### src/rtl/elevator_car.sv
// Single-car collective (SCAN) elevator controller: call latches, floor travel timer, door timer, serve strobes.
// Optional ELEVATOR_DOOR_HOLD_EN adds a door_hold input that keeps the door open while asserted.
module elevator_car #(
   parameter int FLOORS      = 7,
   parameter int MOVE_CYCLES = 4,
   parameter int DOOR_CYCLES = 3,
   localparam int FLOOR_W    = (FLOORS > 1) ? $clog2(FLOORS) : 1
) (
   input  logic               clk,
   input  logic               reset,
   input  logic [FLOORS-1:0]  up_passenger,
   input  logic [FLOORS-1:0]  down_passenger,
   input  logic [FLOORS-1:0]  car_call,
`ifdef ELEVATOR_DOOR_HOLD_EN
   input  logic               door_hold,
`endif
   output logic [FLOOR_W-1:0] curr_floor,
   output logic [1:0]         dir_elevator,
   output logic               door_open,
   output logic [FLOORS-1:0]  serve_up,
   output logic [FLOORS-1:0]  serve_down,
   output logic [FLOORS-1:0]  serve_car
);

   localparam int CNT_MAX = (MOVE_CYCLES > DOOR_CYCLES) ? MOVE_CYCLES : DOOR_CYCLES;
   localparam int CNT_W   = $clog2(CNT_MAX + 1);
   localparam logic [CNT_W-1:0] MOVE_LAST = CNT_W'(MOVE_CYCLES - 1);
   localparam logic [CNT_W-1:0] DOOR_LAST = CNT_W'(DOOR_CYCLES - 1);
   localparam logic [1:0] DIR_IDLE = 2'b00;
   localparam logic [1:0] DIR_UP   = 2'b01;
   localparam logic [1:0] DIR_DN   = 2'b10;
   localparam logic [FLOORS-1:0] UP_MASK = {1'b0, {(FLOORS-1){1'b1}}};
   localparam logic [FLOORS-1:0] DN_MASK = {{(FLOORS-1){1'b1}}, 1'b0};

   typedef enum logic [1:0] {S_IDLE, S_MOVE, S_DOOR} state_t;

   state_t              state, state_d;
   logic [CNT_W-1:0]    cnt, cnt_d;
   logic [FLOOR_W-1:0]  floor_d, next_floor, tgt_floor;
   logic [1:0]          dir_d, turn_dir, served_dir;
   logic [FLOORS-1:0]   up_req, down_req, car_req, all_req;
   logic [FLOORS-1:0]   same_req, opp_req, tgt_oh;
   logic [FLOORS-1:0]   clr_up, clr_dn, clr_car;
   logic [FLOORS-1:0]   serve_up_d, serve_down_d, serve_car_d;
   logic                going_up, ahead_up, ahead_dn, ahead, behind;
   logic                hit_same, hit_opp, do_serve, serve_all, hold, door_d;

   function automatic logic [FLOORS-1:0] above_of(input logic [FLOOR_W-1:0] f);
      return {FLOORS{1'b1}} << (int'(f) + 1);
   endfunction

   function automatic logic [FLOORS-1:0] below_of(input logic [FLOOR_W-1:0] f);
      return ~({FLOORS{1'b1}} << f);
   endfunction

   function automatic logic [FLOORS-1:0] onehot(input logic [FLOOR_W-1:0] f);
      return {{(FLOORS-1){1'b0}}, 1'b1} << f;
   endfunction

   // Decisions are taken about the floor being arrived at (MOVE) or the floor the car sits at.
   always_comb begin
      all_req    = up_req | down_req | car_req;
      going_up   = (dir_elevator == DIR_UP);
      next_floor = going_up ? (curr_floor + FLOOR_W'(1)) : (curr_floor - FLOOR_W'(1));
      tgt_floor  = (state == S_MOVE) ? next_floor : curr_floor;
      tgt_oh     = onehot(tgt_floor);
      ahead_up   = |(all_req & above_of(tgt_floor));
      ahead_dn   = |(all_req & below_of(tgt_floor));
      ahead      = going_up ? ahead_up : ahead_dn;
      behind     = going_up ? ahead_dn : ahead_up;
      same_req   = going_up ? up_req : down_req;
      opp_req    = going_up ? down_req : up_req;
      hit_same   = |((car_req | same_req) & tgt_oh);
      hit_opp    = |(opp_req & tgt_oh);
      turn_dir   = behind ? (going_up ? DIR_DN : DIR_UP) : DIR_IDLE;
      served_dir = ahead ? dir_elevator : turn_dir;
   end

   always_comb begin
      state_d   = state;
      cnt_d     = cnt;
      floor_d   = curr_floor;
      dir_d     = dir_elevator;
      do_serve  = 1'b0;
      serve_all = 1'b0;
      clr_up    = '0;
      clr_dn    = '0;
      clr_car   = '0;
      hold      = 1'b0;
`ifdef ELEVATOR_DOOR_HOLD_EN
      hold      = door_hold;
`endif
      unique case (state)
         S_IDLE: begin
            if (|(all_req & tgt_oh)) begin
               serve_all = 1'b1;
               state_d   = S_DOOR;
               cnt_d     = '0;
            end else if (ahead_up) begin
               dir_d   = DIR_UP;
               state_d = S_MOVE;
               cnt_d   = '0;
            end else if (ahead_dn) begin
               dir_d   = DIR_DN;
               state_d = S_MOVE;
               cnt_d   = '0;
            end
         end
         S_MOVE: begin
            if (cnt == MOVE_LAST) begin
               floor_d = next_floor;
               cnt_d   = '0;
               if (hit_same || (hit_opp && !ahead)) begin
                  do_serve = 1'b1;
                  state_d  = S_DOOR;
               end else if (!ahead) begin
                  state_d = S_IDLE;
                  dir_d   = DIR_IDLE;
               end
            end else begin
               cnt_d = cnt + CNT_W'(1);
            end
         end
         S_DOOR: begin
            if (hold) begin
               cnt_d = '0;
            end else if (cnt == DOOR_LAST) begin
               cnt_d = '0;
               if (dir_elevator == DIR_IDLE) begin
                  if (|(all_req & tgt_oh)) begin
                     serve_all = 1'b1;
                  end else if (ahead_up) begin
                     dir_d   = DIR_UP;
                     state_d = S_MOVE;
                  end else if (ahead_dn) begin
                     dir_d   = DIR_DN;
                     state_d = S_MOVE;
                  end else begin
                     state_d = S_IDLE;
                  end
               end else if (hit_same) begin
                  do_serve = 1'b1;
               end else if (ahead) begin
                  state_d = S_MOVE;
               end else if (behind) begin
                  dir_d   = going_up ? DIR_DN : DIR_UP;
                  state_d = S_MOVE;
               end else begin
                  dir_d   = DIR_IDLE;
                  state_d = S_IDLE;
               end
            end else begin
               cnt_d = cnt + CNT_W'(1);
            end
         end
         default: state_d = S_IDLE;
      endcase

      // The opposite hall call is only taken when the car turns around at this floor.
      if (serve_all) begin
         clr_up  = tgt_oh;
         clr_dn  = tgt_oh;
         clr_car = tgt_oh;
      end else if (do_serve) begin
         clr_car = tgt_oh;
         dir_d   = served_dir;
         if (going_up) begin
            clr_up = tgt_oh;
            clr_dn = ahead ? '0 : tgt_oh;
         end else begin
            clr_dn = tgt_oh;
            clr_up = ahead ? '0 : tgt_oh;
         end
      end
   end

   always_comb begin
      door_d       = (state_d == S_DOOR);
      serve_up_d   = up_req & clr_up;
      serve_down_d = down_req & clr_dn;
      serve_car_d  = car_req & clr_car;
   end

   always_ff @(posedge clk) begin
      if (reset) begin
         state        <= S_IDLE;
         cnt          <= '0;
         curr_floor   <= '0;
         dir_elevator <= DIR_IDLE;
         door_open    <= 1'b0;
         serve_up     <= '0;
         serve_down   <= '0;
         serve_car    <= '0;
         up_req       <= '0;
         down_req     <= '0;
         car_req      <= '0;
      end else begin
         state        <= state_d;
         cnt          <= cnt_d;
         curr_floor   <= floor_d;
         dir_elevator <= dir_d;
         door_open    <= door_d;
         serve_up     <= serve_up_d;
         serve_down   <= serve_down_d;
         serve_car    <= serve_car_d;
         up_req       <= (up_req | (up_passenger & UP_MASK)) & ~clr_up;
         down_req     <= (down_req | (down_passenger & DN_MASK)) & ~clr_dn;
         car_req      <= (car_req | car_call) & ~clr_car;
      end
   end

endmodule

### config.mk
export PLATFORM = sky130hd
export DESIGN_NAME = elevator_car
export DESIGN_NICKNAME = d
export VERILOG_FILES = /design/src/rtl/elevator_car.sv
export SDC_FILE = /design/constraint.sdc
export NUM_CORES = 1
export LEC_CHECK = 0
export CAP_MARGIN = 20
export CORE_UTILIZATION = 50
export CTS_BUF_LIST = sky130_fd_sc_hd__clkbuf_8
export DETAILED_ROUTE_END_ITERATION = 8
export PLACE_DENSITY_LB_ADDON = 0.05
export RECOVER_POWER = 50
export SETUP_SLACK_MARGIN = 0.15
export SLEW_MARGIN = 40
export SYNTH_ARGS = -nofsm -noshare
export SYNTH_HDL_FRONTEND = slang
export SYNTH_SLANG_ARGS = --single-unit
### constraint.sdc
create_clock -name clk -period 6.4 [get_ports clk]
set_input_delay 0.96 -clock clk [delete_from_list [all_inputs] [get_ports clk]]
set_output_delay 0.96 -clock clk [all_outputs]
set_load 0.1 [all_outputs]
* Word-level counts from Yosys, hierarchy flattened
Index checks and enable logic that the tools add are counted. W data, S select, Z words.
Storage, ports and cells: bits of input ports 23, bits in registers 53, ROM bits 0, RAM bits 0, logic and storage cells 120, bits in latches 0, memories 0, output and inout port bits 27
Cells by class: reductions and logical operators 13, bitwise operators 21, order comparisons 0, muxes and demuxes 61, div/mod/pow operators 0, $mul 0, $add $sub $neg 4, shifts and indexed selects 3, eq/ne operators 7
Operators with widths (number):
- $and A7 B7 Y7 | 11
- $mux W7 | 11
- $mux W2 | 24
- $or A7 B7 Y7 | 5
- $reduce_or A7 Y1 | 5
- $not A7 Y7 | 4
- $mux W3 | 7
- $mux W1 | 14
- $pmux W2 S3 | 2
- $pmux W3 S3 | 1
- $or A7 B6 Y7 | 1
- $shl A1 B3 Y7 const A | 1
- $shl A7 B3 Y7 const A | 1
- $shl A7 B4 Y7 const A | 1
- $add A3 B1 Y3 const B | 2
- $eq A3 B2 Y1 const B | 2
- $add A3 B1 Y4 const B | 1
- $eq A2 B1 Y1 const B | 2
- $eq A2 B2 Y1 const B | 2
- $logic_not A2 Y1 | 2
- $ne A4 B4 Y1 const B | 1
- $pmux W1 S2 | 2
- $reduce_and A2 Y1 | 2
- $reduce_bool A3 Y1 | 1
- 4 further kinds | 4

* Depth between registers and ports, before layout
depth in word-level cells 18, gate-level depth with buffers 20

* Worst setup path after synthesis
No wires, ideal clock.
path kind flip-flop to flip-flop, start point register dir_elevator[1], end point register dir_elevator[1], stages on the path, launching flop included 20, arrival 4.474 ns, path slack 1.851 ns, path buffers 3, cell sequence dfxtp_1 > buf_4 > nand2b_4 > buf_12 > inv_6 > fa_1 > nand4bb_1 > o21ai_4 > xor2_2 > inv_2 > ha_1 > and2_1 > a22o_1 > a211oi_1 > or2_1 > clkbuf_1 > a31oi_1 > a2111oi_0 > a311oi_1 > o22ai_1
On the way: longest elaborated chain between the ends 16
Ends and longest elaborated chain:
- start: declaration | RTL line 18 | output logic [1:0] dir_elevator,
- start signal: assignment | RTL line 201 | dir_elevator <= dir_d;
- $eq A2 B1 Y1 | RTL line 63 | going_up = (dir_elevator == DIR_UP);
- $mux W3 | RTL line 64 | next_floor = going_up ? (curr_floor + FLOOR_W'(1)) : (curr_floor - FLOOR_W'(1));
- $mux W3 | RTL line 65 | tgt_floor = (state == S_MOVE) ? next_floor : curr_floor;
- $add A3 B1 Y4 or $shl A7 B3 Y7 (tied branches) | RTL line 49, 53
- $shl A7 B4 Y7 or $not A7 Y7 (tied branches) | RTL line 49, 53
- $and A7 B7 Y7, on equally long branches | RTL line 67, 68
- $reduce_or A7 Y1, on equally long branches | RTL line 67, 68
- $mux W1, on equally long branches | RTL line 70, 69
- $mux W2 or $logic_not A1 Y1 (tied branches)
- $mux W2 or $logic_and A1 B1 Y1 (tied branches) | RTL line 143, 113
- $mux W2 or $logic_or A1 B1 Y1 (tied branches) | RTL line 141, 113
- $mux W2 (tied with other cells) | RTL line 129 | if (dir_elevator == DIR_IDLE) begin
- $mux W2 (tied with other cells) | RTL line 127 | end else if (cnt == DOOR_LAST) begin
- $pmux W2 S3 or $pmux W1 S2 (tied branches) | RTL line 93 | unique case (state)
- $mux W2 | RTL line 164 | end else if (do_serve) begin
- $mux W2 * | RTL line 160 | if (serve_all) begin
Every way passes the cells marked *; elsewhere a longest branch is shown, timed or not. A chain may end at the register's enable or synchronous reset.

* Worst setup path in the final report
start point register dir_elevator[1], end point register serve_car[4]
On the way: longest elaborated chain between the ends 17
Ends and longest elaborated chain:
- $eq A2 B1 Y1 | RTL line 63
- $mux W3 | RTL line 64
- $mux W3 | RTL line 65
- $add A3 B1 Y4 or $shl A7 B3 Y7 (tied branches) | RTL line 49, 53
- $shl A7 B4 Y7 or $not A7 Y7 (tied branches) | RTL line 49, 53
- $and A7 B7 Y7, on equally long branches | RTL line 67, 68
- $reduce_or A7 Y1, on equally long branches | RTL line 67, 68
- $mux W1 | RTL line 69 | ahead = going_up ? ahead_up : ahead_dn;
- $logic_not A1 Y1
- $logic_and A1 B1 Y1 | RTL line 113 | if (hit_same || (hit_opp && !ahead)) begin
- $logic_or A1 B1 Y1 | RTL line 113
- $mux W1 | RTL line 113
- $mux W1 | RTL line 110 | if (cnt == MOVE_LAST) begin
- $pmux W1 S2 | RTL line 93
- $mux W7 | RTL line 164
- $mux W7 * | RTL line 160
- $and A7 B7 Y7 * | RTL line 181 | serve_car_d = car_req & clr_car;
- end signal: assignment | RTL line 205 | serve_car <= serve_car_d;
- end: declaration | RTL line 22 | output logic [FLOORS-1:0] serve_car
Marks and branches as above.

==> summary.md <==
| Metric | Value |
|---|---|
| Reg power frac | `0.301` |
| CP cell instances | `nand2b_1, inv_6, fa_1, nand4bb_1, o21ai_4, xor2_2, inv_2, ha_1, and2_1, a22o_1, a211oi_1, o21ai_0, and2_4, o211ai_1, and2b_1, and3_1` |
| Final wirelength | `between 7000 and 8000 µm` |
| Row cnt | `27` |
| Worst IR Drop VDD | `0.245 mV` |
| Status | `finished, violations left` |
| Post-synthesis cell type count | `64` |
| Initial antenna violation count | `0` |
| Count of final hold-check violations | `0` |
| Dpl cell area | `0.00333 mm²` |
| Via density | `roughly 5.7` |
| Die Ht | `between 70 and 80 µm` |
| Crit path arrival time | `5580 ps` |
| Worst slew pin tran | `between 2000 and 2500 ps` |
| Total Die Area | `approximately 0.0062 mm²` |
| Slew margin rel. | `-0.346` |
| Failing checks | `max-capacitance violations, max-slew violations` |
| Root Driver | `clkbuf_8` |
| TNS Setup | `0 ps` |
| Max Clock Freq | `around 190 MHz` |
| Number of synthesized flops with an enable pin | `0` |
| Largest cells by area after synthesis | `dfxtp_1 (36%), ha_1 (5.9%), a211oi_1 (5.6%)` |
| Period utilization | `0.833` |
| Worst-skew pair later-pin latency | `310 ps` |
| Yosys warning total | `0` |
| Flop2flop setup slack | `~1100 ps` |
| WL per Instance | `~16 µm` |
| Critical path's largest stage delay | `around 780 ps` |
| CTS tree | `yes` |
| DRC viols | `0` |
| Final HPWL DP | `about 5400 µm` |
| Ant. Diodes | `0` |
| Fill cell count | `574` |
| Post-synthesis async set-or-reset flop share | `0` |
| Clock share of power | `0.135` |
| Top cells by count, synth | `dfxtp_1 (53), nand2_1 (41), nor2_1 (40), a211oi_1 (22), nor3_1 (17)` |
| Cells after synthesis | `352` |
| Initial core utilization | `0.529` |
| Vias in the first global route | `2494` |
| Largest net degree at the start of global routing | `48` |
| Post-Synth Simple-Gate Area | `0.253` |
| Port bufs | `47` |
| Combinational share of power | `0.563` |
| Final core utilization | `0.597` |
| Hold bufs inserted after CTS | `0` |
| Pre-antenna DRT Iters | `4` |
| Synth Area in Adders | `0.0659` |
| Cts bufs inserted | `5` |
| Post-Syn Nets | `just under 400` |
| Register bit total from synthesis | `53` |
| Max Buffers Root-to-Sink | `2` |
| Post_cts resized | `0` |
| Leading area contributor after synthesis | `dfxtp_1` |
| Die X | `between 70 and 80 µm` |
| CP Data Required Time | `around 6700 ps` |
| Post-synthesis mux area share | `0.0321` |
| Slew Limit Fails | `48` |
| CTS clk-pin slew, worst paths | `roughly 90 ps` |
| Kind of critical path | `flop to flop` |
| Setup crit start kind | `flop` |
| Via count | `~2700` |
| RSZ-0062 raised after global routing | `no` |
| Cell area after synthesis | `0.00296 mm²` |
| Number of DRC markers in iteration 0 | `~130` |
| Area grow syn2layout | `12.9%` |
| Max-cap violations | `1` |
| Compound-cell area share of the yosys netlist | `0.220` |
| GR Overflow Total | `0` |
| Sw power | `roughly 0.7 mW` |
| Leakage | `between 1 and 1.5 nW` |
| Sinks on Clock Net | `53` |
| Clock skew | `just under 6 ps` |
| Reg2reg path depth | `16` |
| Worst setup EP type | `flop` |
| I/O pin count | `50` |
| Hold depth | `2` |
| Count leader, synth | `dfxtp_1` |
| Total GRT Usage | `0.251` |
| H-tree Lvls | `2` |
| Ratio of cells with drive above 1 in the final layout | `0.0631` |
| Synth Area in XOR/XNOR | `0.0220` |
| ANT nets after route | `0` |
| Cell Pwr Density | `~400 mW/mm²` |
| Synth Area per Inst | `roughly 8.4 µm²` |
| Nets | `433` |
| Final min period | `approximately 5300 ps` |
| Fin area | `0.00335 mm²` |
| CP top delay family | `simple AND/OR/NAND/NOR gates` |
| CP max FO | `11` |
| Setup bufs post-CTS | `0` |
| Int Power | `roughly 0.67 mW` |
| Hold WC Path Type | `flop to flop` |
| Critical path depth | `16` |
| Seq/Total Area, Yosys | `0.358` |
| Share of the synthesized area in the top cell type | `0.358` |
| Worst path bufs/invs | `2` |
| Sw Ratio | `0.505` |
| Post-synth top flop | `dfxtp_1` |
| First-pass GRT wire length | `between 10000 and 15000 µm` |
| Gpl congestion | `0.847` |
| Slowest stage cell, crit path | `o211ai_1` |
| Final-report setup violation count | `0` |
| Core area | `between 0.005 and 0.006 mm²` |
| Main combinational cell family by area after synthesis | `simple AND/OR/NAND/NOR gates` |
## metrics by stage
stage | setup WS (ps) | cells | hold WS, ps | total power [mW]
after floorplan | 1850 | 352 | 433 | 1.00
after global placement | 1860 | 460 | 448 | 1.19
after detailed placement | 1850 | 460 | 453 | 1.18
after CTS | 1820 | 468 | 466 | 1.37
after global routing | 765 | 468 | 499 | 1.43
final | 1070 | 468 | 467 | 1.35
## worst reg2reg max path, stage by stage (launching register included)
cell	delay, ps
dfxtp_1	550
nand2b_1	480
inv_6	130
fa_1	450
nand4bb_1	260
o21ai_4	160
xor2_2	250
inv_2	140
ha_1	360
and2_1	150
a22o_1	180
a211oi_1	340
o21ai_0	210
and2_4	200
o211ai_1	790
and2b_1	440
and3_1	220
## logic make-up (layout without fill, tap and decap cells)
kind of cell	count (synthesis)	count (layout)
flops	53	53
xor+xnor	5	5
fa+ha+maj	15	15
mux	9	9
compound gates	87	87
buf+inv	31	75
simple gates	152	152
## final timing paths
path	start	end
worst min register to register	down_req[4]	serve_down[4]
worst max register to register	dir_elevator[1]	serve_car[4]
worst min-delay path	down_req[4]	serve_down[4]
worst max-delay path	dir_elevator[1]	serve_car[4]
## layout by cell type (no fill, tap or decap), types with 9 or more instances in the layout
master / instances
and3_1: 9
a21oi_1: 16
nand2_1: 41
nor3_1: 17
nor2_1: 41
or3_1: 9
o21ai_0: 11
nand3_1: 9
clkdlybuf4s50_1: 19
ha_1: 14
a211oi_1: 22
dfxtp_1: 53
clkbuf_1: 28
inv_1: 18
## power by group through the flow
stage	registers [mW]	logic, mW	clock network, mW
final	0.406	0.759	0.182
after CTS	0.407	0.774	0.188
after global routing	0.413	0.820	0.200
after floorplan	0.483	0.521	0
after detailed placement	0.415	0.767	0
after global placement	0.414	0.773	0
## layer usage
metal	wire length, µm	global-route usage	up-vias
met2	3580	0.426	58
met4	119	0.0800	0
met1	3400	0.329	1260
li1	-	-	1339
met5	0	0	-
met3	303	0.0333	10
## state kept, by name, indices dropped and copies added, names as in the netlist
register	flops
car_req	7
cnt	3
curr_floor	3
dir_elevator	2
door_open	1
down_req	7
serve_car	7
serve_down	7
serve_up	7
state	2
up_req	7
## cell type report
| cell class | instances | area, µm² | area share |
|---|---|---|---|
| Clock buffer | 5 | 68.8 | 0.0206 |
| Clock inverter | 3 | 15.0 | 0.00449 |
| Inverter | 18 | 72.6 | 0.0217 |
| Multi-Input combinational cell | 268 | 1730 | 0.516 |
| Sequential cell | 53 | 1060 | 0.317 |
| Tap cell | 72 | 90.1 | 0.0269 |
| Timing Repair Buffer | 49 | 313 | 0.0935 |
Power figures use the tool's default switching activity.
